[config.mk]
export PLATFORM = sky130hd
export DESIGN_NAME = mtsp_if_fetch
export DESIGN_NICKNAME = d
export VERILOG_FILES = /design/src/rtl/mtsp_if_fetch.sv
export SDC_FILE = /design/constraint.sdc
export NUM_CORES = 1
export LEC_CHECK = 0
export ABC_AREA = 1
export BUFFER_PORTS_ARGS = -buffer_cell sky130_fd_sc_hd__buf_4
export CAP_MARGIN = 20
export CORE_UTILIZATION = 58
export DETAILED_ROUTE_END_ITERATION = 12
export GPL_ROUTABILITY_DRIVEN = 0
export HOLD_SLACK_MARGIN = 0.12
export PLACE_DENSITY = 0.79
export SLEW_MARGIN = 5
export SYNTH_ARGS = -nofsm -noshare
export SYNTH_HDL_FRONTEND = slang
export SYNTH_SLANG_ARGS = --single-unit
export TNS_END_PERCENT = 20
[constraint.sdc]
create_clock -name clk -period 10.45 [get_ports clk]
set_clock_uncertainty 0.05 [all_clocks]
set_input_delay 0 -clock clk [delete_from_list [all_inputs] [get_ports clk]]
set_output_delay 0 -clock clk [all_outputs]
set_load 0.01 [all_outputs]
[src/rtl/mtsp_if_fetch.sv]
// MTSP instruction fetch front end: PC sequencing, credit-limited in-order
// instruction-memory handshake, bundle FIFO and stall/branch-aware issue register.
module mtsp_if_fetch #(
   parameter int PC_WIDTH   = 16,
   parameter int FIFO_DEPTH = 4
) (
   input  logic                clk,
   input  logic                rst_n,
   input  logic                start,
   input  logic [PC_WIDTH-1:0] start_pc,
   output logic                busy,
   output logic                done,
   output logic                im_req,
   output logic [PC_WIDTH-1:0] im_addr,
   input  logic                im_grant,
   input  logic                im_valid,
   input  logic [127:0]        im_data,
   input  logic                stall,
   input  logic                branch,
   input  logic [PC_WIDTH-1:0] branch_pc,
   output logic [PC_WIDTH-1:0] pc_out,
   output logic [127:0]        uinstx4_out,
   output logic                inst_valid
);
   localparam int AW = $clog2(FIFO_DEPTH);
   localparam int CW = AW + 1;
   localparam logic [1:0] ST_IDLE  = 2'd0;
   localparam logic [1:0] ST_FETCH = 2'd1;
   localparam logic [1:0] ST_DRAIN = 2'd2;
   localparam logic [127:0] BUBBLE = {128{1'b1}};

   logic [1:0]          state_reg, state_next;
   logic [PC_WIDTH-1:0] fetch_pc_reg, resp_pc_reg;
   logic [CW-1:0]       outst_reg, outst_next;
   logic [CW-1:0]       drop_reg, drop_next;
   logic [CW-1:0]       wr_ptr_reg, rd_ptr_reg, occ;
   logic [AW-1:0]       wr_idx, rd_idx;
   logic [CW:0]         inflight;

   logic [PC_WIDTH-1:0] pc_mem   [FIFO_DEPTH];
   logic [127:0]        data_mem [FIFO_DEPTH];

   logic [PC_WIDTH-1:0] pc_out_reg;
   logic [127:0]        uinst_reg;
   logic                valid_reg, done_reg;

   logic start_act, branch_act, flush;
   logic grant, resp, push, pop, fifo_empty, head_end, end_issue;

   // Busy covers the DONE cycle so BUSY drops one cycle after the end bundle issues.
   assign busy       = (state_reg != ST_IDLE) | done_reg;
   assign start_act  = start & ~busy;
   assign branch_act = branch & busy;
   assign flush      = start_act | branch_act;

   assign occ        = wr_ptr_reg - rd_ptr_reg;
   assign wr_idx     = wr_ptr_reg[AW-1:0];
   assign rd_idx     = rd_ptr_reg[AW-1:0];
   assign fifo_empty = (occ == '0);
   assign inflight   = {1'b0, occ} + {1'b0, outst_reg};

   assign im_req  = (state_reg == ST_FETCH) && (inflight < (CW+1)'(FIFO_DEPTH));
   assign im_addr = fetch_pc_reg;
   assign grant   = im_req & im_grant;
   assign resp    = im_valid && (outst_reg != '0);
   assign push    = resp && (state_reg == ST_FETCH) && (drop_reg == '0) && !branch_act;
   assign pop     = !stall && !fifo_empty && !branch_act;

   // Only one bundle with the end bit can ever be queued: its arrival stops further pushes.
   assign head_end  = data_mem[rd_idx][31] && (state_reg == ST_DRAIN);
   assign end_issue = pop && head_end;

   assign outst_next = outst_reg + CW'(grant) - CW'(resp);

   always_comb begin
      state_next = state_reg;
      if (start_act || branch_act) begin
         state_next = ST_FETCH;
      end else begin
         case (state_reg)
            ST_FETCH: if (push && im_data[31]) state_next = ST_DRAIN;
            ST_DRAIN: if (end_issue) state_next = ST_IDLE;
            default:  state_next = state_reg;
         endcase
      end
   end

   // On redirect every request still in flight afterwards is stale, including
   // ones already marked for dropping, so the drop count becomes the in-flight count.
   always_comb begin
      drop_next = drop_reg;
      if (branch_act) begin
         drop_next = outst_next;
      end else if (start_act) begin
         drop_next = '0;
      end else if (resp && (drop_reg != '0)) begin
         drop_next = drop_reg - 1'b1;
      end
   end

   always_ff @(posedge clk or negedge rst_n) begin
      if (!rst_n) begin
         state_reg    <= ST_IDLE;
         fetch_pc_reg <= '0;
         resp_pc_reg  <= '0;
         outst_reg    <= '0;
         drop_reg     <= '0;
         wr_ptr_reg   <= '0;
         rd_ptr_reg   <= '0;
      end else begin
         state_reg <= state_next;
         outst_reg <= outst_next;
         drop_reg  <= drop_next;
         if (start_act) begin
            fetch_pc_reg <= start_pc;
            resp_pc_reg  <= start_pc;
         end else if (branch_act) begin
            fetch_pc_reg <= branch_pc;
            resp_pc_reg  <= branch_pc;
         end else begin
            if (grant) fetch_pc_reg <= fetch_pc_reg + 1'b1;
            if (push)  resp_pc_reg  <= resp_pc_reg + 1'b1;
         end
         if (flush) begin
            wr_ptr_reg <= '0;
            rd_ptr_reg <= '0;
         end else begin
            if (push) wr_ptr_reg <= wr_ptr_reg + 1'b1;
            if (pop)  rd_ptr_reg <= rd_ptr_reg + 1'b1;
         end
      end
   end

   always_ff @(posedge clk) begin
      if (push) begin
         pc_mem[wr_idx]   <= resp_pc_reg;
         data_mem[wr_idx] <= im_data;
      end
   end

   always_ff @(posedge clk or negedge rst_n) begin
      if (!rst_n) begin
         pc_out_reg <= '0;
         uinst_reg  <= BUBBLE;
         valid_reg  <= 1'b0;
         done_reg   <= 1'b0;
      end else begin
         done_reg <= end_issue;
         if (branch_act) begin
            uinst_reg <= BUBBLE;
            valid_reg <= 1'b0;
         end else if (!stall) begin
            if (pop) begin
               pc_out_reg <= pc_mem[rd_idx];
               uinst_reg  <= data_mem[rd_idx];
               valid_reg  <= 1'b1;
            end else begin
               uinst_reg <= BUBBLE;
               valid_reg <= 1'b0;
            end
         end
      end
   end

   assign pc_out      = pc_out_reg;
   assign uinstx4_out = uinst_reg;
   assign inst_valid  = valid_reg;
   assign done        = done_reg;

   fifo_no_overflow: assert property (@(posedge clk) disable iff (!rst_n)
      !(push && (occ == CW'(FIFO_DEPTH))));

endmodule

# Word-level counts from Yosys, hierarchy flattened
# Memory sizes are Yosys's and may differ from the RTL's. A register that Yosys moved wholly into a read port is not among the register bits.
# Cells that the tools add are included.
totals:
  ram_bits: 576
  in_bits: 167
  n_memories: 2
  register_bits: 176
  elab_cells: 89
op_classes:
  muxes: 25
  n_eq_ne: 5
  n_reduce_logical: 29
  n_bitwise: 8
  n_lt_le_gt_ge: 1
  add_sub_neg: 9
mem_list:
  columns: ["name", "words", "word_bits", "read_ports", "rd_ports_with_merged_regs", "wr", "line", "text"]
  rows:
  - ["data_mem", 4, 128, 1, 0, 1, "41", "logic [127:0] data_mem [FIFO_DEPTH];"]
  - ["pc_mem", 4, 16, 1, 1, 1, "40", "logic [PC_WIDTH-1:0] pc_mem [FIFO_DEPTH];"]
op_table:
  columns: ["op", "n"]
  rows:
  - ["two-way mux 128 bit", 3]
  - ["two-way mux 16 bit", 6]
  - ["adder 16 x 1 -> 16 bit, second input constant", 2]
  - ["two-way mux 3 bit", 7]
  - ["nonzero test 3 bit", 6]
  - ["logical AND 1 bit", 11]
  - ["adder 3 x 1 -> 3 bit, second input constant", 2]
  - ["zero test 3 bit", 2]
  - ["two-way mux 2 bit", 3]
  - ["AND reduction 3 bit", 2]
  - ["nonzero test 2 bit", 3]
  - ["two-way mux 1 bit", 5]
  - ["adder 3 x 3 -> 4 bit", 1]
  - ["zero test 1 bit", 4]
  - ["< comparator 4 x 3 -> 1 bit, second input constant", 1]
  - ["case mux 2 bit (2 select lines)", 1]
  - ["adder 3 x 1 -> 3 bit", 1]
  - ["bitwise AND 1 bit", 3]
  - ["inequality test 3 x 1 -> 1 bit, second input constant", 1]
  - ["inequality test 3 x 2 -> 1 bit, second input constant", 1]
  - ["inverter 1 bit", 3]
  - ["subtractor 3 x 1 -> 3 bit", 1]
  - ["subtractor 3 x 1 -> 3 bit, second input constant", 1]
  - ["subtractor 3 bit", 1]
  - ["other kinds (5)", 6]

# Depth between registers and ports, before layout
# Gate-level depths: netlist of the first run.
depth:
  word_depth: 9
  mapped_depth: 20
  mapped_depth_nobuf: 19

# Worst setup path before layout of the first run
# No wires, ideal clock.
synth_path:
  path_kind: "register to register"
  from: "reg state_reg[0]"
  to: "mem data_mem[3][0] (enable)"
  t_arrival_ns: 7.105
  setup_slack_ns: 2.644
  n_path_buf: 0
  synth_period_minus_slack_ns: 7.806
  required_time_ns: 9.749
  path_stages_with_launch: 9
  setup_time_ns: 0.651
  path_cell_list: "dfrtp_1 inv_1 ha_1 nand2_4 nand2_8 inv_6 nor2_4 nand2_4 nor2_1"
synth_via:
  elab_chain_len: 7
  elab_cells_between_ends: 10
synth_rtl:
  columns: ["item", "line", "text"]
  rows:
  - ["start, declared", "32", "logic [1:0] state_reg, state_next;"]
  - ["start signal, assigned", "111", "state_reg <= state_next;"]
  - ["nonzero test 2 bit", "51", "assign busy = (state_reg != ST_IDLE) | done_reg;"]
  - ["OR 1 bit", "51", null]
  - ["named net busy", "11", "output logic busy,"]
  - ["bitwise AND 1 bit", "53", "assign branch_act = branch & busy;"]
  - ["zero test 1 bit", "66", "assign push = resp && (state_reg == ST_FETCH) && (drop_reg == '0) && !branch_act;"]
  - ["logical AND 1 bit", "66", null]
  - ["two-way mux 1 bit", "135", "if (push) begin"]
  - ["two-way mux 1 bit (implied by the code)", "137", "data_mem[wr_idx] <= im_data;"]
  - ["end, declared", "41", null]
# The timed path passes the listed nets, and every way through them passes these cells.

# Final worst setup path of the first run
layout_path:
  from: "reg rd_ptr_reg[1]"
  to: "reg drop_reg[2]"
layout_via:
  elab_chain_len: 8
layout_rtl:
  columns: ["item", "line", "text"]
  rows:
  - ["start, declared", "36", "logic [CW-1:0] wr_ptr_reg, rd_ptr_reg, occ;"]
  - ["start signal, assigned", "129", "if (pop) rd_ptr_reg <= rd_ptr_reg + 1'b1;"]
  - ["subtractor 3 bit", "56", "assign occ = wr_ptr_reg - rd_ptr_reg;"]
  - ["adder 3 x 3 -> 4 bit", "60", "assign inflight = {1'b0, occ} + {1'b0, outst_reg};"]
  - ["< comparator 4 x 3 -> 1 bit", "62", "assign im_req = (state_reg == ST_FETCH) && (inflight < (CW+1)'(FIFO_DEPTH));"]
  - ["logical AND 1 bit", "62", null]
  - ["bitwise AND 1 bit", "64", "assign grant = im_req & im_grant;"]
  - ["adder 3 x 1 -> 3 bit", "73", "assign outst_next = outst_reg + CW'(grant) - CW'(resp);"]
  - ["subtractor 3 x 1 -> 3 bit", "73", null]
  - ["named net outst_next[2]", "34", "logic [CW-1:0] outst_reg, outst_next;"]
  - ["two-way mux 3 bit", "92", "if (branch_act) begin"]
  - ["end signal, assigned", "113", "drop_reg <= drop_next;"]
  - ["end, declared", "35", "logic [CW-1:0] drop_reg, drop_next;"]
# The timed path passes the listed nets, and every way through them passes these cells.
# A chain may end at the register's enable or synchronous reset.

==> impl_metrics.csv, run 1 <==
group,metric,value,unit
drt,routed_via_density,5.84,
synthesis,ff_latch_count_synth,768,
critical_path,setup_crit_start_kind,"flip-flop",
synthesis,synth_fp_nets,2548,
critical_path,worst_setup_path_startpoint,"rd_ptr_reg[1]$_DFFE_PN0P_",
clock_tree,postCtsSetupBuffers,0,
synthesis,synth_flop_cell,"edfxtp_1",
power_and_ir_drop,static-leakage-power,14.7,nW
drt,dr.pass1.iters,5,
drt,detailedRoute.firstIterationViolations,1934,
synthesis,synth_top_area_share,56.9,%
placed_design,dp.final_hpwl,39000,µm
die,coreArea,51500,µm²
clock_tree,clock_sink_count,768,
global_routing,number_of_global_route_vias_before_repair,22000,
clock_tree,clock-root-buffer,"clkbuf_16",
sta,fin_crit,4.43,ns
critical_path,arrival,4.90,ns
synthesis,yosys.area.top_type,"edfxtp_1",
sta,timing.final.setup_violations,0,
status,result_of_the_run,"finished clean",
drt,via_count,21600,
clock_tree,max-clock-path-buffers,3,
critical_path,critPathCaptureType,"flip-flop",
global_routing,global_route.overflow_total,0,
run,max_cap_viol_count,0,
critical_path,ff2ff_path_depth,16,
global_routing,grt_start_max_net_pins,190,
synthesis,netlist_top_cells_count,"edfxtp_1 (576), nand2_1 (501), inv_1 (174)",
clock_tree,cts_tree,"yes",
global_routing,track_usage,28.8,%
synthesis,synthDistinctLibCells,42,
die,die-height,231,µm
drt,postRouteAntennaNets,0,
synthesis,avgSynthCellArea,12.9,µm²
sta,fmaxAchievable,226,MHz
drt,drt-wirelength-per-cell,20.8,µm
critical_path,crit_path_max_fanout,121,
synthesis,yosys.cell_count.top_type,"edfxtp_1",
critical_path,worstPathRequired,10.92,ns
sta,timing.setup.tns,0,ns
synthesis,synth_enable_flop_cells,576,
clock_tree,worstSkewPairLatency,0.60,ns
clock_tree,cts.htree.levels,3,
hold_path,path_class_of_the_lowest_slack_min_delay_path,"input port to flip-flop",
synthesis,synthCells,2362,
synthesis,yosysWarningCount,0,
power_and_ir_drop,ir_drop,0.205,mV
die,fp-row-count,83,
cells_and_area,largest_register_ff_count,512,
synthesis,post_synth_main_area_contributors,"edfxtp_1 (57%), dfstp_2 (11%), nand2_1 (6.2%)",
synthesis,async_flop_share,25.0,%
cells_and_area,register_with_the_most_flip_flops,"data_mem",
hold_path,holdCritStartpoint,"im_data[70]",
power_and_ir_drop,pwr_density_cell,228,nW/µm²
synthesis,ys_seq_area_share,73.2,%
critical_path,worst_reg_to_reg_setup_slack,6.02,ns
die,fp.dieW,231,µm
global_routing,grt_first_pass_wirelength,119000,µm
cells_and_area,area_delta_synth_final,27.3,%
global_routing,grt_antenna_before_repair,1,
cells_and_area,fin_nets,3128,
critical_path,crit-reg2reg-launch,"rd_ptr_reg[1]$_DFFE_PN0P_",
die,start_util,59.0,%
sta,max_slew_margin,11.8,%
die,die-area,53300,µm²
placed_design,io_buffers,330,
sta,timing_worst_slew_pin_value,1.32,ns
clock_tree,number_of_buffers_created_by_cts,76,
sta,final_max_slew_viol_count,0,
sta,grt_setup_unrepaired,"no",
clock_tree,clk_pin_slew,0.06,ns
drt,drc_errors,0,
critical_path,worstSetupPathType,"flip-flop to flip-flop",
synthesis,post_synth_instance_area,30400,µm²
cells_and_area,postLayoutCoreUtil,75.1,%
cells_and_area,final_layout_size_suffix_gt1_share,22.3,%
sta,final_min_period_over_clock_period,42.4,%
drt,route.final.wire_length,76900,µm
die,pin_count,331,
sta,finalHoldViolCount,0,
hold_path,worstHoldPathCells,2,
## layer usage
metal  global-route usage, %  routed length [µm]
met5                       0                   0
met4                    12.4                2550
met3                    5.20                6050
met2                    48.4               39000
met1                    36.7               29400
## critical path, stage by stage, from the launching register on
cell     delay [ns]
dfrtp_1        0.88
inv_8          0.44
fa_1           0.57
nand3_1        0.13
nand2_1        0.07
ha_1           0.28
nor3_2         0.19
nand3_1        0.20
ha_1           0.34
inv_1          0.05
ha_1           0.13
inv_1          0.05
fa_1           0.39
xnor2_1        0.21
xnor2_1        0.16
nand2_1        0.07
a31oi_1        0.12
## stage by stage
step,power [mW],hold slack [ns],area (µm²),instances,setup WS [ns]
2_1_floorplan,5.15,-0.346,30400,2362,2.64
3_3_place_gp,5.77,0.0912,33200,3252,6.13
3_5_place_dp,5.86,0.0929,33200,3252,6.01
4_1_cts,8.76,0.121,38600,3683,6.00
5_1_grt,9.16,0.124,38700,3686,5.75
6_report,8.82,0.134,38700,3691,6.02
## cells in the final DEF, fill, tap and decap left out, types with 6 or more instances in the layout
cell type and instances:
inv_1 174, nand2_1 501, bufinv_16 10, a21oi_1 156, a22o_1 6, nor3_1 7
a31oi_1 18, o21ai_1 12, clkbuf_1 17, clkinv_2 12, dfstp_2 128, dfrtp_1 63
nand3_1 35, diode_2 6, inv_2 25, clkbuf_8 7, dlygate4sd3_1 290, nand4_1 7
a32oi_1 127, o21ai_0 57, buf_4 347, clkbuf_16 78, xor2_1 6, inv_6 6
ha_1 17, edfxtp_1 576, clkinv_1 10, o22ai_2 20, o22ai_1 111, nor2_1 137
## kinds of logic after synthesis
family	after synthesis	synth area share [%]
DFF	768	73.2
and+or+nand+nor	714	9.47
AOI/OAI and AO/OA	509	11.1
buffers and inverters	343	5.16
adders and majority gates	19	0.831
xor gates and xnor gates	9	0.259
## power by group
part / internal [mW] / total [mW] / switching, mW
clock network: 1.67 / 2.82 / 1.15
logic: 0.813 / 2.01 / 1.19
registers: 3.70 / 3.99 / 0.288
## final timing paths
check                                         endpoint
max                            drop_reg[2]$_DFFE_PN0P_
min                          data_mem[0][70]$_DFFE_PP_
max reg2reg                    drop_reg[2]$_DFFE_PN0P_
min reg2reg                   state_reg[0]$_DFFE_PN0P_
max in group asynchronous    rd_ptr_reg[0]$_DFFE_PN0P_
min in group asynchronous  uinstx4_out[35]$_DFFE_PN1P_
## what timing repair did
item	in CTS	in global routing
hold buffers	290	0
hold endpoints to repair	633	0
resized for setup	0	0
## area by class of cell
type,count,area (µm²)
fill,3012,12800
clock buffer,101,2100
sequential,768,22300
multi-input combinational,1251,6620
inverter,205,796
tap,680,851
clock inverter,40,478
antenna,6,15.0
timing repair buffer,640,5560
Power figures use the tool's default switching activity.
==> inputs of run 2 (changes only) <==
--- a/config.mk
+++ b/config.mk
@@ -5,7 +5,7 @@
 export SDC_FILE = /design/constraint.sdc
 export NUM_CORES = 1
 export LEC_CHECK = 0
-export ABC_AREA = 1
+export ABC_AREA = 0
 export BUFFER_PORTS_ARGS = -buffer_cell sky130_fd_sc_hd__buf_4
 export CAP_MARGIN = 20
 export CORE_UTILIZATION = 58
==> constraint.sdc (replaced) <==
create_clock -name clk -period 4.2 [get_ports clk]
set_clock_uncertainty 0.05 [all_clocks]
set_input_delay 0 -clock clk [delete_from_list [all_inputs] [get_ports clk]]
set_output_delay 0 -clock clk [all_outputs]
set_load 0.01 [all_outputs]
==> run 2 against run 1 <==
Compared with the run above: setup slack got worse by 5.8 ns; design area fell by 2.3%; largest cell class unchanged; sequential cell count did not move.
==> impl_metrics.csv, run 2 <==
group,metric,value,unit
global_routing,number_of_global_route_vias_before_repair,18100,
clock_tree,clock_sink_count,768,
synthesis,synth_enable_flop_cells,576,
drt,drc_errors,0,
clock_tree,postCtsSetupBuffers,0,
placed_design,preCtsSetupSlack,0.0789,ns
placed_design,placed_cells_incl_taps,2359,
cells_and_area,final_layout_size_suffix_gt1_share,36.4,%
cells_and_area,postLayoutCoreUtil,76.9,%
die,pin_count,331,
critical_path,setup_crit_start_kind,"flip-flop",
placed_design,dp.final_hpwl,35200,µm
critical_path,worstPathRequired,4.63,ns
sta,timing.setup.tns,0,ns
cells_and_area,most-common-layout-cells,"edfxtp_1 (576), buf_4 (342), dlygate4sd3_1 (298)",
cells_and_area,most_common_cell_after_layout_fill_and_taps_aside,"edfxtp_1",
drt,routed_via_density,6.01,
synthesis,post_synth_instance_area,29000,µm²
synthesis,synth_top_area_share,59.6,%
power_and_ir_drop,p_int,15.4,mW
clock_tree,clk_pin_slew,0.06,ns
power_and_ir_drop,switching_power,5.66,mW
power_and_ir_drop,static-leakage-power,13.2,nW
clock_tree,clock-root-buffer,"clkbuf_16",
sta,fin_crit,4.00,ns
drt,drt-wirelength-per-cell,24.8,µm
clock_tree,max-clock-path-buffers,3,
synthesis,yosysWarningCount,0,
synthesis,synth_flop_cell,"edfxtp_1",
synthesis,synth_fp_nets,1607,
placed_design,io_buffers,330,
power_and_ir_drop,overall_power_consumption,21.1,mW
run,max_cap_viol_count,0,
synthesis,post_synth_main_area_contributors,"edfxtp_1 (60%), dfstp_2 (12%), mux4_2 (11%)",
drt,via_count,16800,
global_routing,grt_start_max_net_pins,147,
cells_and_area,fin_nets,2257,
cells_and_area,final_cell_count_no_fill,2798,
hold_path,path_class_of_the_lowest_slack_min_delay_path,"input port to flip-flop",
global_routing,track_usage,27.5,%
sta,timing.final.setup_violations,0,
synthesis,synthCells,1421,
drt,postRouteAntennaNets,0,
power_and_ir_drop,power.sequential.fraction,46.5,%
sta,final_max_slew_viol_count,0,
cells_and_area,register_with_the_most_flip_flops,"data_mem",
sta,fmaxAchievable,250,MHz
global_routing,grt_antenna_before_repair,6,
power_and_ir_drop,ir_drop,0.601,mV
power_and_ir_drop,pwr_density_cell,558,nW/µm²
synthesis,async_flop_share,25.0,%
cells_and_area,stdcell_area,37800,µm²
synthesis,synthDistinctLibCells,56,
cells_and_area,fillers,2541,
clock_tree,cts_tree,"yes",
drt,route.final.wire_length,69300,µm
clock_tree,worstSkewPairLatency,0.61,ns
global_routing,grt_first_pass_wirelength,104000,µm
critical_path,critPathCaptureType,"flip-flop",
die,die-height,226,µm
die,fp.dieW,226,µm
synthesis,yosys.area.top_type,"edfxtp_1",
sta,max_slew_margin,33.4,%
synthesis,ff_latch_count_synth,768,
sta,holdWs,0.147,ns
die,start_util,59.1,%
die,coreArea,49200,µm²
die,fp-row-count,81,
sta,grt_setup_unrepaired,"no",
global_routing,global_route.overflow_total,0,
sta,finalHoldViolCount,0,
sta,final_critical_path_setup_slack,0.201,ns
synthesis,yosys.cell_count.top_type,"edfxtp_1",
cells_and_area,largest_register_ff_count,512,
placed_design,instance_area_at_placement,32400,µm²
synthesis,netlist_top_cells_count,"edfxtp_1 (576), mux4_2 (144), o22a_1 (134)",
critical_path,worstSetupPathType,"flip-flop to flip-flop",
die,die-area,50900,µm²
power_and_ir_drop,switching_share,26.8,%
critical_path,arrival,4.43,ns
critical_path,crit_path_max_fanout,4,
drt,detailedRoute.firstIterationViolations,1374,
synthesis,ys_seq_area_share,76.7,%
cells_and_area,area_delta_synth_final,30.2,%
sta,final_min_period_over_clock_period,95.2,%
sta,timing_worst_slew_pin_value,1.00,ns
status,result_of_the_run,"finished clean",
power_and_ir_drop,power.clock.fraction,31.3,%
critical_path,worst_reg_to_reg_setup_slack,0.20,ns
power_and_ir_drop,power.share.combinational,22.3,%
clock_tree,number_of_buffers_created_by_cts,75,
drt,dr.pass1.iters,5,
synthesis,avgSynthCellArea,20.4,µm²
clock_tree,cts.htree.levels,3,
run 2: cell types whose count changed after synthesis, sizes merged, moves of 14 or more:
cell,previous run,this run
a21oi,156,37
a32oi,127,5
and3,0,19
buf,115,35
clkbuf,23,47
inv,204,17
mux2,0,16
mux4,0,144
nand2,509,24
nand3,37,23
nor2,148,18
o21ai,69,21
o22a,0,134
o22ai,131,1
run 2: repair_timing:
item	4_1_cts	5_1_grt
resized for setup	0	2
hold buffers	299	0
setup endpoints to repair	0	1
hold endpoints to repair	647	0
run 2: cell type report:
type	count	area [µm²]	share of cell area, %
diodes	4	10.0	0.0265
clock buffers	106	2150	5.68
clock inverters	30	265	0.702
inverters	18	67.6	0.179
multi-input cells	553	6370	16.8
flip-flops and latches	768	22300	58.9
well taps	664	831	2.20
repair buffers	655	5840	15.5
run 2: logic make-up after synthesis:
kind of cell	after synthesis	synth area share (%)
mux	163	11.9
buf+inv	100	1.50
fa+ha+maj	19	0.871
flops	768	76.7
simple gates	116	2.15
xor+xnor	12	0.410
compound gates	243	6.47
run 2: worst paths after layout:
| path | start | endpoint | cells after the start |
|---|---|---|---|
| setup / recovery | wr_ptr_reg[0]$_DFFE_PN0P_ | drop_reg[2]$_DFFE_PN0P_ | 18 |
| hold / removal | im_data[91] | data_mem[3][91]$_DFFE_PP_ | 2 |
| setup reg to reg | wr_ptr_reg[0]$_DFFE_PN0P_ | drop_reg[2]$_DFFE_PN0P_ | 18 |
| hold reg to reg | pc_out[8]$_DFFE_PN0P_ | pc_out[8]$_DFFE_PN0P_ | 1 |
| max in group asynchronous | rst_n | uinstx4_out[13]$_DFFE_PN1P_ | 3 |
| min in group asynchronous | rst_n | uinstx4_out[41]$_DFFE_PN1P_ | 2 |
run 2: power by group through the flow:
stage	sequential, mW	combinational (mW)	clock, mW
final	9.80	4.70	6.60
after global routing	9.88	5.00	6.95
after CTS	9.76	4.66	6.65
after floorplan	9.98	2.46	0
after detailed placement	9.90	4.34	0
after global placement	9.85	4.22	0
run 2: worst max-delay path: stages (launching register included):
cell and delay, ns:
dfrtp_1 0.43, inv_2 0.10, ha_1 0.15, inv_1 0.05, fa_1 0.35, xnor3_1 0.39
ha_1 0.30, nor4b_2 0.24, and3_1 0.22, clkinv_1 0.09, ha_1 0.30, inv_1 0.06
ha_1 0.13, inv_1 0.05, fa_1 0.40, xnor2_1 0.19, xnor2_1 0.11, a32oi_1 0.20
nor2_1 0.07
run 2: metal layers:
layer	part of all wire [%]	vias up	global-route usage [%]	wire (µm)
met3	7.3	147	6.66	5070
met5	0.039	-	0	27
met2	52	731	47.4	35700
met4	2.6	4	8.69	1810
met1	39	8786	34.4	26700
li1	-	7160	-	-
